[src/rtl/clk_meas_pkg.sv]
// Shared definitions for the clock ratio meter: FSM encoding and parameter defaults.
package clk_meas_pkg;

    localparam int          DEF_CNT_W   = 32;
    localparam logic [31:0] DEF_TIMEOUT = 32'd1000000;

    typedef enum logic [1:0] {
        IDLE      = 2'd0,
        WAIT_RISE = 2'd1,
        MEASURE   = 2'd2
    } meas_state_t;

endpackage

[src/rtl/sync_edge_det.sv]
// Brings a possibly asynchronous input into the clk_in domain and produces
// single-cycle rise/fall pulses from the synchronized level.
module sync_edge_det (
    input  logic clk_in,
    input  logic reset_n,
    input  logic sig_in,
    output logic rise,
    output logic fall
);

    logic s1_reg;
    logic s2_reg;
    logic s3_reg;

    // Two synchronizer stages followed by a history stage for edge detection
    always_ff @(posedge clk_in or negedge reset_n) begin
        if (!reset_n) begin
            s1_reg <= 1'b0;
            s2_reg <= 1'b0;
            s3_reg <= 1'b0;
        end else begin
            s1_reg <= sig_in;
            s2_reg <= s1_reg;
            s3_reg <= s2_reg;
        end
    end

    assign rise = s2_reg & ~s3_reg;
    assign fall = ~s2_reg & s3_reg;

endmodule

[src/rtl/clk_ratio_meter.sv]
// Measures period and high time of a slow clock in clk_in cycles, flags a
// stable ratio (locked) and a stalled input (timeout).
module clk_ratio_meter
    import clk_meas_pkg::*;
#(
    parameter int               CNT_W   = DEF_CNT_W,
    parameter logic [CNT_W-1:0] TIMEOUT = CNT_W'(DEF_TIMEOUT)
) (
    input  logic             clk_in,
    input  logic             reset_n,
    input  logic             en,
    input  logic             sig_in,
    output logic [CNT_W-1:0] period,
    output logic [CNT_W-1:0] high_time,
    output logic             meas_valid,
    output logic             locked,
    output logic             timeout
);

    // Counter ceiling; reaching it while measuring means the input stalled
    localparam logic [CNT_W-1:0] CNT_MAX = TIMEOUT - 1'b1;

    logic             rise;
    logic             fall;
    meas_state_t      state_reg;
    meas_state_t      state_next;
    logic [CNT_W-1:0] cnt_reg;
    logic [CNT_W-1:0] cnt_inc;
    logic [CNT_W-1:0] hi_cap_reg;
    logic [CNT_W-1:0] period_reg;
    logic [CNT_W-1:0] high_reg;
    logic             meas_valid_reg;
    logic             locked_reg;
    logic             timeout_reg;
    // Set while the first measurement of a MEASURE run is still pending;
    // that measurement has no valid predecessor to lock against.
    logic             first_reg;
    logic             do_meas;
    logic             do_tmo;
    logic             do_arm;

    sync_edge_det u_sync (
        .clk_in  (clk_in),
        .reset_n (reset_n),
        .sig_in  (sig_in),
        .rise    (rise),
        .fall    (fall)
    );

    assign cnt_inc = cnt_reg + 1'b1;

    // Next-state logic; a rise takes priority over a simultaneous timeout
    always_comb begin
        state_next = state_reg;
        do_meas    = 1'b0;
        do_tmo     = 1'b0;
        do_arm     = 1'b0;
        if (!en) begin
            state_next = IDLE;
        end else begin
            case (state_reg)
                IDLE: state_next = WAIT_RISE;
                WAIT_RISE: begin
                    if (rise) begin
                        state_next = MEASURE;
                        do_arm     = 1'b1;
                    end
                end
                MEASURE: begin
                    if (rise) begin
                        do_meas = 1'b1;
                    end else if (cnt_reg == CNT_MAX) begin
                        do_tmo     = 1'b1;
                        state_next = WAIT_RISE;
                    end
                end
                default: state_next = IDLE;
            endcase
        end
    end

    // FSM state register
    always_ff @(posedge clk_in or negedge reset_n) begin
        if (!reset_n) state_reg <= IDLE;
        else          state_reg <= state_next;
    end

    // Cycle counter: restarts on each rise, saturates instead of wrapping
    always_ff @(posedge clk_in or negedge reset_n) begin
        if (!reset_n)                      cnt_reg <= '0;
        else if (!en || state_reg == IDLE) cnt_reg <= '0;
        else if (rise)                     cnt_reg <= '0;
        else if (cnt_reg != CNT_MAX)       cnt_reg <= cnt_inc;
    end

    // High-phase length captured at the falling edge
    always_ff @(posedge clk_in or negedge reset_n) begin
        if (!reset_n)  hi_cap_reg <= '0;
        else if (fall) hi_cap_reg <= cnt_inc;
    end

    // Measurement outputs, lock compare against previous result, stall flag
    always_ff @(posedge clk_in or negedge reset_n) begin
        if (!reset_n) begin
            period_reg     <= '0;
            high_reg       <= '0;
            meas_valid_reg <= 1'b0;
            locked_reg     <= 1'b0;
            timeout_reg    <= 1'b0;
            first_reg      <= 1'b1;
        end else begin
            meas_valid_reg <= do_meas;
            if (do_arm) first_reg <= 1'b1;
            if (!en) begin
                locked_reg  <= 1'b0;
                timeout_reg <= 1'b0;
            end else if (do_meas) begin
                period_reg  <= cnt_inc;
                high_reg    <= hi_cap_reg;
                timeout_reg <= 1'b0;
                locked_reg  <= !first_reg && (cnt_inc == period_reg) && (hi_cap_reg == high_reg);
                first_reg   <= 1'b0;
            end else if (do_tmo) begin
                timeout_reg <= 1'b1;
                locked_reg  <= 1'b0;
            end
        end
    end

    assign period     = period_reg;
    assign high_time  = high_reg;
    assign meas_valid = meas_valid_reg;
    assign locked     = locked_reg;
    assign timeout    = timeout_reg;

endmodule

[config.mk]
export PLATFORM = sky130hd
export DESIGN_NAME = clk_ratio_meter
export DESIGN_NICKNAME = d
export VERILOG_FILES = /design/src/rtl/clk_meas_pkg.sv /design/src/rtl/sync_edge_det.sv /design/src/rtl/clk_ratio_meter.sv
export SDC_FILE = /design/constraint.sdc
export NUM_CORES = 1
export LEC_CHECK = 0
export ABC_AREA = 0
export BUFFER_PORTS_ARGS = -buffer_cell sky130_fd_sc_hd__buf_2
export CAP_MARGIN = 20
export CORE_UTILIZATION = 30
export CTS_BUF_LIST = sky130_fd_sc_hd__clkbuf_4
export CTS_CLUSTER_DIAMETER = 50
export CTS_CLUSTER_SIZE = 40
export DETAILED_ROUTE_END_ITERATION = 16
export GPL_ROUTABILITY_DRIVEN = 0
export PLACE_DENSITY = 0.54
export SETUP_SLACK_MARGIN = 0.15
export SLEW_MARGIN = 40
export SYNTH_ARGS = -nofsm -noshare
export SYNTH_HDL_FRONTEND = slang
export SYNTH_SLANG_ARGS = --single-unit
[constraint.sdc]
create_clock -name clk_in -period 2.6 [get_ports clk_in]
set_clock_uncertainty 0.05 [all_clocks]
set_input_delay 0.13 -clock clk_in [delete_from_list [all_inputs] [get_ports clk_in]]
set_output_delay 0.13 -clock clk_in [all_outputs]
set_load 0.05 [all_outputs]
==> results by group, run 1 <==
Cells and area
  – Final instance area: 0.00855 sq mm
  – Share of layout cells above drive strength 1: 0.268
  – Final Net Count: 879
  – Final core occ: 0.389
  – Area Growth Syn to Fin: 26.3%
  – Fin cells: 1169

Critical path
  – Arr. time, crit path: 3.15 ns
  – R2r setup slk: -0.11 ns
  – CP endpoint kind: flop
  – CP Launch Type: flop
  – FF-to-FF End: locked
  – Crit path required time: 3.03 ns
  – Max Fanout on Critical Path: 6
  – Worst r2r src: cnt_reg[1]
  – Setup crit start: cnt_reg[1]
  – FF-to-FF path depth: 8
  – Worst setup path category: flop to flop

Global routing
  – Grt ovf: 0
  – Initial antenna violation count: 2
  – Largest net degree at the start of global routing: 99
  – Overall Global Routing Usage: 0.181
  – Vias in the first global route: about 5500
  – First-pass GRT wire length: 31900 um

Place
  – Post-DP HPWL: 14800 um
  – Placed inst area: roughly 0.008 sq mm
  – Buffers on Ports: 70
  – Post-Place Cells: 1129

Logic synthesis
  – Compound-Gate Fraction of Synth Area: 0.0960
  – Synth Area in Adders: 0.00185
  – Post-synthesis cell type count: 61
  – Synthesized Nets: 723
  – Synth Instances: 718
  – Post-synthesis sequential area ratio: 0.507
  – Yosys Warn Count: 0
  – Synth cell count leaders: nand2_1 (178), dfrtp_1 (136), o21ai_0 (84)
  – Main area contributors after synthesis: dfrtp_1 (50%), nand2_1 (9.9%), o21ai_0 (6.2%)
  – Ys async rst share: 1.00
  – Simple-gate area share of the yosys netlist: 0.233
  – Xor/xnor share of the synthesized area: 0.118
  – Largest family of logic cells by synthesized area: simple AND/OR/NAND/NOR gates
  – Syn avg cell area: 9.42 sq um
  – Post-synth top area cell: dfrtp_1
  – Ys flop type: dfrtp_1
  – Mux contribution to synthesized area: 0.00296
  – Post-synth EDFFs: 0
  – #FFs+latches synth: ~140
  – Most frequent cell after synthesis: nand2_1
  – Post-Synthesis Cell Area: 0.00676 sq mm
  – Top cell type's share of synthesized area: 0.503

Power and ir drop
  – Power per cell area: 429 mW/mm^2
  – Maximum VDD drop: approximately 0.18 mV
  – Leak: between 4 and 5 nW

STA
  – Final WS setup: -0.115 ns
  – Final Hold Vio Count: 0
  – Max Slew Vio Count: 0
  – F_max: 368 MHz
  – Setup violators final: 1
  – Tcrit/Tclk final: 1.04
  – Worst Hold Slack: 0.0977 ns
  – Least-Margin Pin Slew: 0.652 ns
  – Min Clock Period, post-route: 2.71 ns
  – RSZ-0062 raised after global routing: true
  – Setup_tns: -0.115 ns
  – Worst rel slew slack: 0.565

Min path
  – HP Class: primary input to asynchronous set/reset pin

Route
  – Drt drc: 7
  – Drt wl/cell: 17.1 um
  – Initial DRC Count: between 300 and 400
  – Drt first pass iters: 11
  – DR vias/cell: between 4 and 5
  – Post-Route WL: ~20000 um
  – Post-DRT Antenna Nets: 0
  – Vias: 5665

Floorplanning
  – FP Rows: 54
  – Core area: around 0.022 sq mm
  – Starting Density: 0.308
  – Width of the die: between 150 and 200 um
  – IO Pins: 71
  – Die area: roughly 0.023 sq mm
  – Die height: approximately 150 um

Clock network
  – Max Root-Sink Buffers: 2
  – CTS sink count: 137
  – H-tree depth: 4
  – Clk slew on worst S/H paths: 0.13 ns
  – Clock Root Buffer: clkbuf_4
  – Worst-skew pair later-pin latency: 0.55 ns
  – CTS tree: built
  – TritonCTS Buffers: 17

Status
  – Outcome: complete, but fails checks
  – Failing checks: DRC, setup timing

Job
  – Max_cap viols: 0
==> placed cells by master (no fill, tap or decap), types with 17 or more instances in the layout <==
| master | synthesis | final |
|---|---|---|
| nand2_1 | 178 | 177 |
| dfrtp_1 | 136 | 134 |
| buf_4 | 1 | 97 |
| o21ai_0 | 84 | 83 |
| buf_2 | 0 | 69 |
| xnor2_1 | 46 | 45 |
| xor2_1 | 40 | 37 |
| nor2_1 | 35 | 34 |
| nand3_1 | 20 | 19 |
| clkbuf_4 | 0 | 19 |
| nand4_1 | 17 | 17 |
==> where the power goes <==
part           internal, mW  switching [mW]  leakage [nW]
Clock                 0.485           0.827         0.125
Sequential             2.15          0.0186          1.89
Combinational        0.0553           0.133          2.16
Total                  2.69           0.979          4.18
==> critical path, cell delays in order, from the launching register on <==
cell	delay, ns
dfrtp_2	0.45
nand4_4	0.22
nor2_4	0.15
xor3_1	0.22
a2111o_1	0.43
nor4_4	0.31
nand4_1	0.12
or4_1	0.50
o31ai_2	0.18
==> repair_timing <==
action | CTS | global route
setup endpoints to repair | 1 | 5
setup buffers | 1 | 2
pin swaps | 8 | 3
gates resized for setup | 9 | 10
hold buffers | 3 | 0
endpoints found under the hold margin | 114 | 0
==> layout make-up <==
| cell class | instances | area [sq um] |
|---|---|---|
| antenna | 2 | 5.00 |
| clock buffer | 19 | 143 |
| clock inverter | 13 | 106 |
| fill | 2204 | 13400 |
| inverter | 11 | 41.3 |
| multi-input combinational | 531 | 3250 |
| sequential | 137 | 3430 |
| tap | 280 | 350 |
| timing repair buffer | 176 | 1220 |
==> per-stage QoR <==
step | power [mW] | setup WS, ns
after floorplan | 2.30 | 0.0521
after global placement | 2.40 | -0.292
after detailed placement | 2.40 | -0.233
after CTS | 3.71 | -0.0713
after global routing | 3.83 | -0.229
final | 3.67 | -0.115
==> routing by layer <==
metal | track usage | up-vias | wire [um]
met1 | 0.259 | 2748 | 9730
met3 | 0.0486 | 22 | 1070
li1 | - | 2754 | -
met2 | 0.267 | 141 | 8810
met4 | 0.0505 | 0 | 348
met5 | 0 | - | 0
==> how the worst max path moves through the flow <==
stage | endpoint | slack [ns] | depth (start not counted)
after CTS | locked | -0.07 | 8
after floorplan | locked | 0.05 | 9
final | locked | -0.11 | 8
after global placement | locked | -0.29 | 8
after detailed placement | locked | -0.23 | 8
after global routing | locked | -0.23 | 8
==> kinds of logic (layout without fill, tap and decap cells) <==
logic type / after synthesis / in the layout
AO/OA/AOI/OAI: 115 / 115
XOR/XNOR: 88 / 88
adder cells (fa/ha/maj): 1 / 1
buffers and inverters: 50 / 219
flip-flops: 137 / 137
multiplexers: 2 / 2
other: 0 / 2
AND/OR/NAND/NOR: 325 / 325
(Power assumes the default switching activity.)
==> inputs of run 2 (changes only) <==
--- a/config.mk
+++ b/config.mk
@@ -8,13 +8,13 @@
 export ABC_AREA = 0
 export BUFFER_PORTS_ARGS = -buffer_cell sky130_fd_sc_hd__buf_2
 export CAP_MARGIN = 20
-export CORE_UTILIZATION = 30
+export CORE_UTILIZATION = 45
 export CTS_BUF_LIST = sky130_fd_sc_hd__clkbuf_4
-export CTS_CLUSTER_DIAMETER = 50
 export CTS_CLUSTER_SIZE = 40
 export DETAILED_ROUTE_END_ITERATION = 16
 export GPL_ROUTABILITY_DRIVEN = 0
-export PLACE_DENSITY = 0.54
+export PLACE_DENSITY = 0.72
+export REMOVE_ABC_BUFFERS = 1
 export SETUP_SLACK_MARGIN = 0.15
 export SLEW_MARGIN = 40
 export SYNTH_ARGS = -nofsm -noshare
==> run 2 against run 1 <==
Net effect:
- register-to-register slack worse by 0.19 ns
- wire length is 7.1% lower
- clock power is 18% higher
- worst hold slack better by 0.082 ns
- via count is 4.0% higher
- die area is 33% lower
- critical path depth is 3 higher
- the flow finishes with violations (setup timing)
- fmax is 6.4% lower
- worst setup slack worse by 0.19 ns
- count of clock-buffer cells in the layout is 1 lower
- combinational power is 9% higher
- final cell count is 7.5% lower
==> results by group, run 2 (synthesis results as in run 1) <==
Min path
  – Hold Path Origin: sig_in
  – HP Class: primary input to flop (was primary input to asynchronous set/reset pin)

Cells and area
  – Area Growth Syn to Fin: 28.0% (was 26.3%)
  – Fin cells: 1081 (was 1169)
  – Commonest non-fill, non-tap cell in the layout: nand2_1 (unchanged)
  – Multi-input gate area: 0.00331 sq mm (was 0.00325 sq mm)
  – Commonest non-fill, non-tap cells in the layout: nand2_1 (178), dfrtp_1 (134), buf_4 (100) (was nand2_1 (177), dfrtp_1 (134), buf_4 (97))
  – Final core occ: 0.593 (was 0.389)
  – Number of fill cells in the layout: 1221 (was 2204)
  – Final Net Count: 888 (was 879)
  – Share of layout cells above drive strength 1: 0.286 (was 0.268)
  – Register area: 0.00343 sq mm (unchanged)

Power and ir drop
  – Net Sw Power: 0.930 mW (was 0.979 mW)
  – Logic pwr share: 0.052 (was 0.051)
  – Maximum VDD drop: 0.280 mV (was 0.183 mV)
  – Pint: 2.98 mW (was 2.69 mW)
  – Switching part of the total power: 0.238 (was 0.267)
  – Pwr Total: 3.90 mW (was 3.67 mW)
  – Leak: 4.26 nW (was 4.18 nW)
  – Sequential fraction of design power: 0.554 (was 0.591)
  – Power per cell area: 451 mW/mm^2 (was 429 mW/mm^2)
  – Clk network pwr share: 0.393 (was 0.358)

Clock network
  – Worst-skew pair later-pin latency: 0.57 ns (was 0.55 ns)
  – Clk slew on worst S/H paths: 0.13 ns (about the same)
  – TritonCTS Buffers: 17 (unchanged)
  – CTS sink count: 137 (unchanged)
  – H-tree depth: 4 (unchanged)
  – Max Root-Sink Buffers: 2 (unchanged)
  – CTS tree: built (unchanged)
  – Clock Root Buffer: clkbuf_4 (unchanged)

Global routing
  – Grt ovf: 0 (unchanged)
  – First-pass GRT wire length: 29100 um (was 31900 um)
  – Overall Global Routing Usage: 0.241 (was 0.181)
  – Vias in the first global route: 5575 (was 5459)
  – Initial antenna violation count: 1 (was 2)
  – Largest net degree at the start of global routing: 68 (was 99)

Floorplanning
  – Width of the die: 125 um (was 152 um)
  – IO Pins: 71 (unchanged)
  – FP Rows: 44 (was 54)
  – Die height: 125 um (was 152 um)
  – Starting Density: 0.464 (was 0.308)
  – Die area: 0.0155 sq mm (was 0.0232 sq mm)
  – Core area: 0.0146 sq mm (was 0.0220 sq mm)

Route
  – Drt first pass iters: 5 (was 11)
  – Drt drc: 0 (was 7)
  – Post-Route WL: 18500 um (was 20000 um)
  – Vias: 5890 (was 5665)
  – DR vias/cell: 5.45 (was 4.85)
  – Drt wl/cell: 17.1 um (about the same)
  – Initial DRC Count: 541 (was 381)
  – Post-DRT Antenna Nets: 0 (unchanged)

Status
  – Failing checks: setup timing (was DRC, setup timing)
  – Outcome: complete, but fails checks (unchanged)

STA
  – Final WS setup: -0.300 ns (was -0.115 ns)
  – Least-Margin Pin Slew: 0.610 ns (was 0.652 ns)
  – Tcrit/Tclk final: 1.12 (was 1.04)
  – RSZ-0062 raised after global routing: true (unchanged)
  – F_max: 345 MHz (was 368 MHz)
  – Setup violators final: 1 (unchanged)
  – Min Clock Period, post-route: 2.90 ns (was 2.71 ns)
  – Final Hold Vio Count: 0 (unchanged)
  – Worst rel slew slack: 0.588 (was 0.565)
  – Max Slew Vio Count: 0 (unchanged)

Critical path
  – Crit path required time: 3.04 ns (was 3.03 ns)
  – Arr. time, crit path: 3.34 ns (was 3.15 ns)
  – CP endpoint kind: flop (unchanged)
  – Max Fanout on Critical Path: 6 (unchanged)
  – CP Launch Type: flop (unchanged)
  – Worst setup path category: flop to flop (unchanged)
  – Worst r2r src: cnt_reg[0] (was cnt_reg[1])
  – Setup crit start: cnt_reg[0] (was cnt_reg[1])

Place
  – Buffers on Ports: 70 (unchanged)
  – Post-DP HPWL: 12700 um (was 14800 um)
  – Post-Place Cells: 1026 (was 1129)

Job
  – Max_cap viols: 0 (unchanged)
-- run 2: cell types whose count changed in the layout (fill, tap and decap cells not counted), moves of 3 or more --
| cell | delta |
|---|---|
| buf_4 | +3 |
| buf_6 | +3 |
| bufinv_16 | +3 |
| clkinv_2 | +3 |
-- run 2: critical path: stages, from the launching register on --
cell       delay [ns]
dfrtp_1          0.38
buf_4            0.13
ha_4             0.15
nand3_4          0.14
buf_4            0.19
nor4_1           0.27
nand2_1          0.12
and3b_1          0.20
nor4_2           0.34
o2111ai_1        0.16
or4_4            0.52
o31ai_4          0.17
-- run 2: layout make-up --
class,count,share of cell area
Timing Repair Buffer,185,0.153
Antenna cell,1,0.000289
Clock buffer,18,0.0156
Inverter,11,0.00477
Multi-Input combinational cell,531,0.382
Sequential cell,137,0.396
Clock inverter,14,0.0208
Tap cell,184,0.0266
-- run 2: routing by layer --
metal,track usage,wire [um]
met5,0,0
met4,0.0808,418
met3,0.0571,1140
met2,0.381,8780
met1,0.327,8190
-- run 2: final timing paths --
| check | endpoint | slack (ns) | cells after the start |
|---|---|---|---|
| worst max-delay path | locked | -0.30 | 11 |
| worst min-delay path | u_sync.s1_reg | 0.18 | 2 |
| worst max register to register | locked | -0.30 | 11 |
| worst min register to register | u_sync.s2_reg | 0.31 | 0 |
| max in group asynchronous | cnt_reg[3] | 1.51 | 4 |
| min in group asynchronous | meas_valid | 0.43 | 3 |
-- run 2: what timing repair did --
item / CTS / global route
hold buffers: 5 / 0
hold endpoints to repair: 143 / 0
pin swaps: 9 / 23
resized for setup: 16 / 31
setup buffers: 7 / 9
setup endpoints to repair: 8 / 35
gates cloned: 0 / 1
-- run 2: metrics by stage --
step | cell area [sq um] | hold WS, ns | setup TNS, ns | setup slack (ns)
final | 8660 | 0.180 | -0.300 | -0.300
after global routing | 8660 | 0.125 | -0.375 | -0.375
after CTS | 8390 | 0.114 | -0.156 | -0.156
after detailed placement | 7870 | 0.0454 | -0.241 | -0.241
after global placement | 7870 | 0.0462 | -0.181 | -0.181
after floorplan | 6530 | -0.216 | -47.29 | -1.18
-- run 2: power by group through the flow --
stage	combinational, mW	clock (mW)	sequential [mW]
floorplan	0.0570	0	2.23
global placement	0.179	0	2.21
detailed placement	0.181	0	2.21
CTS	0.195	1.57	2.17
global route	0.227	1.66	2.17
finish	0.205	1.54	2.17
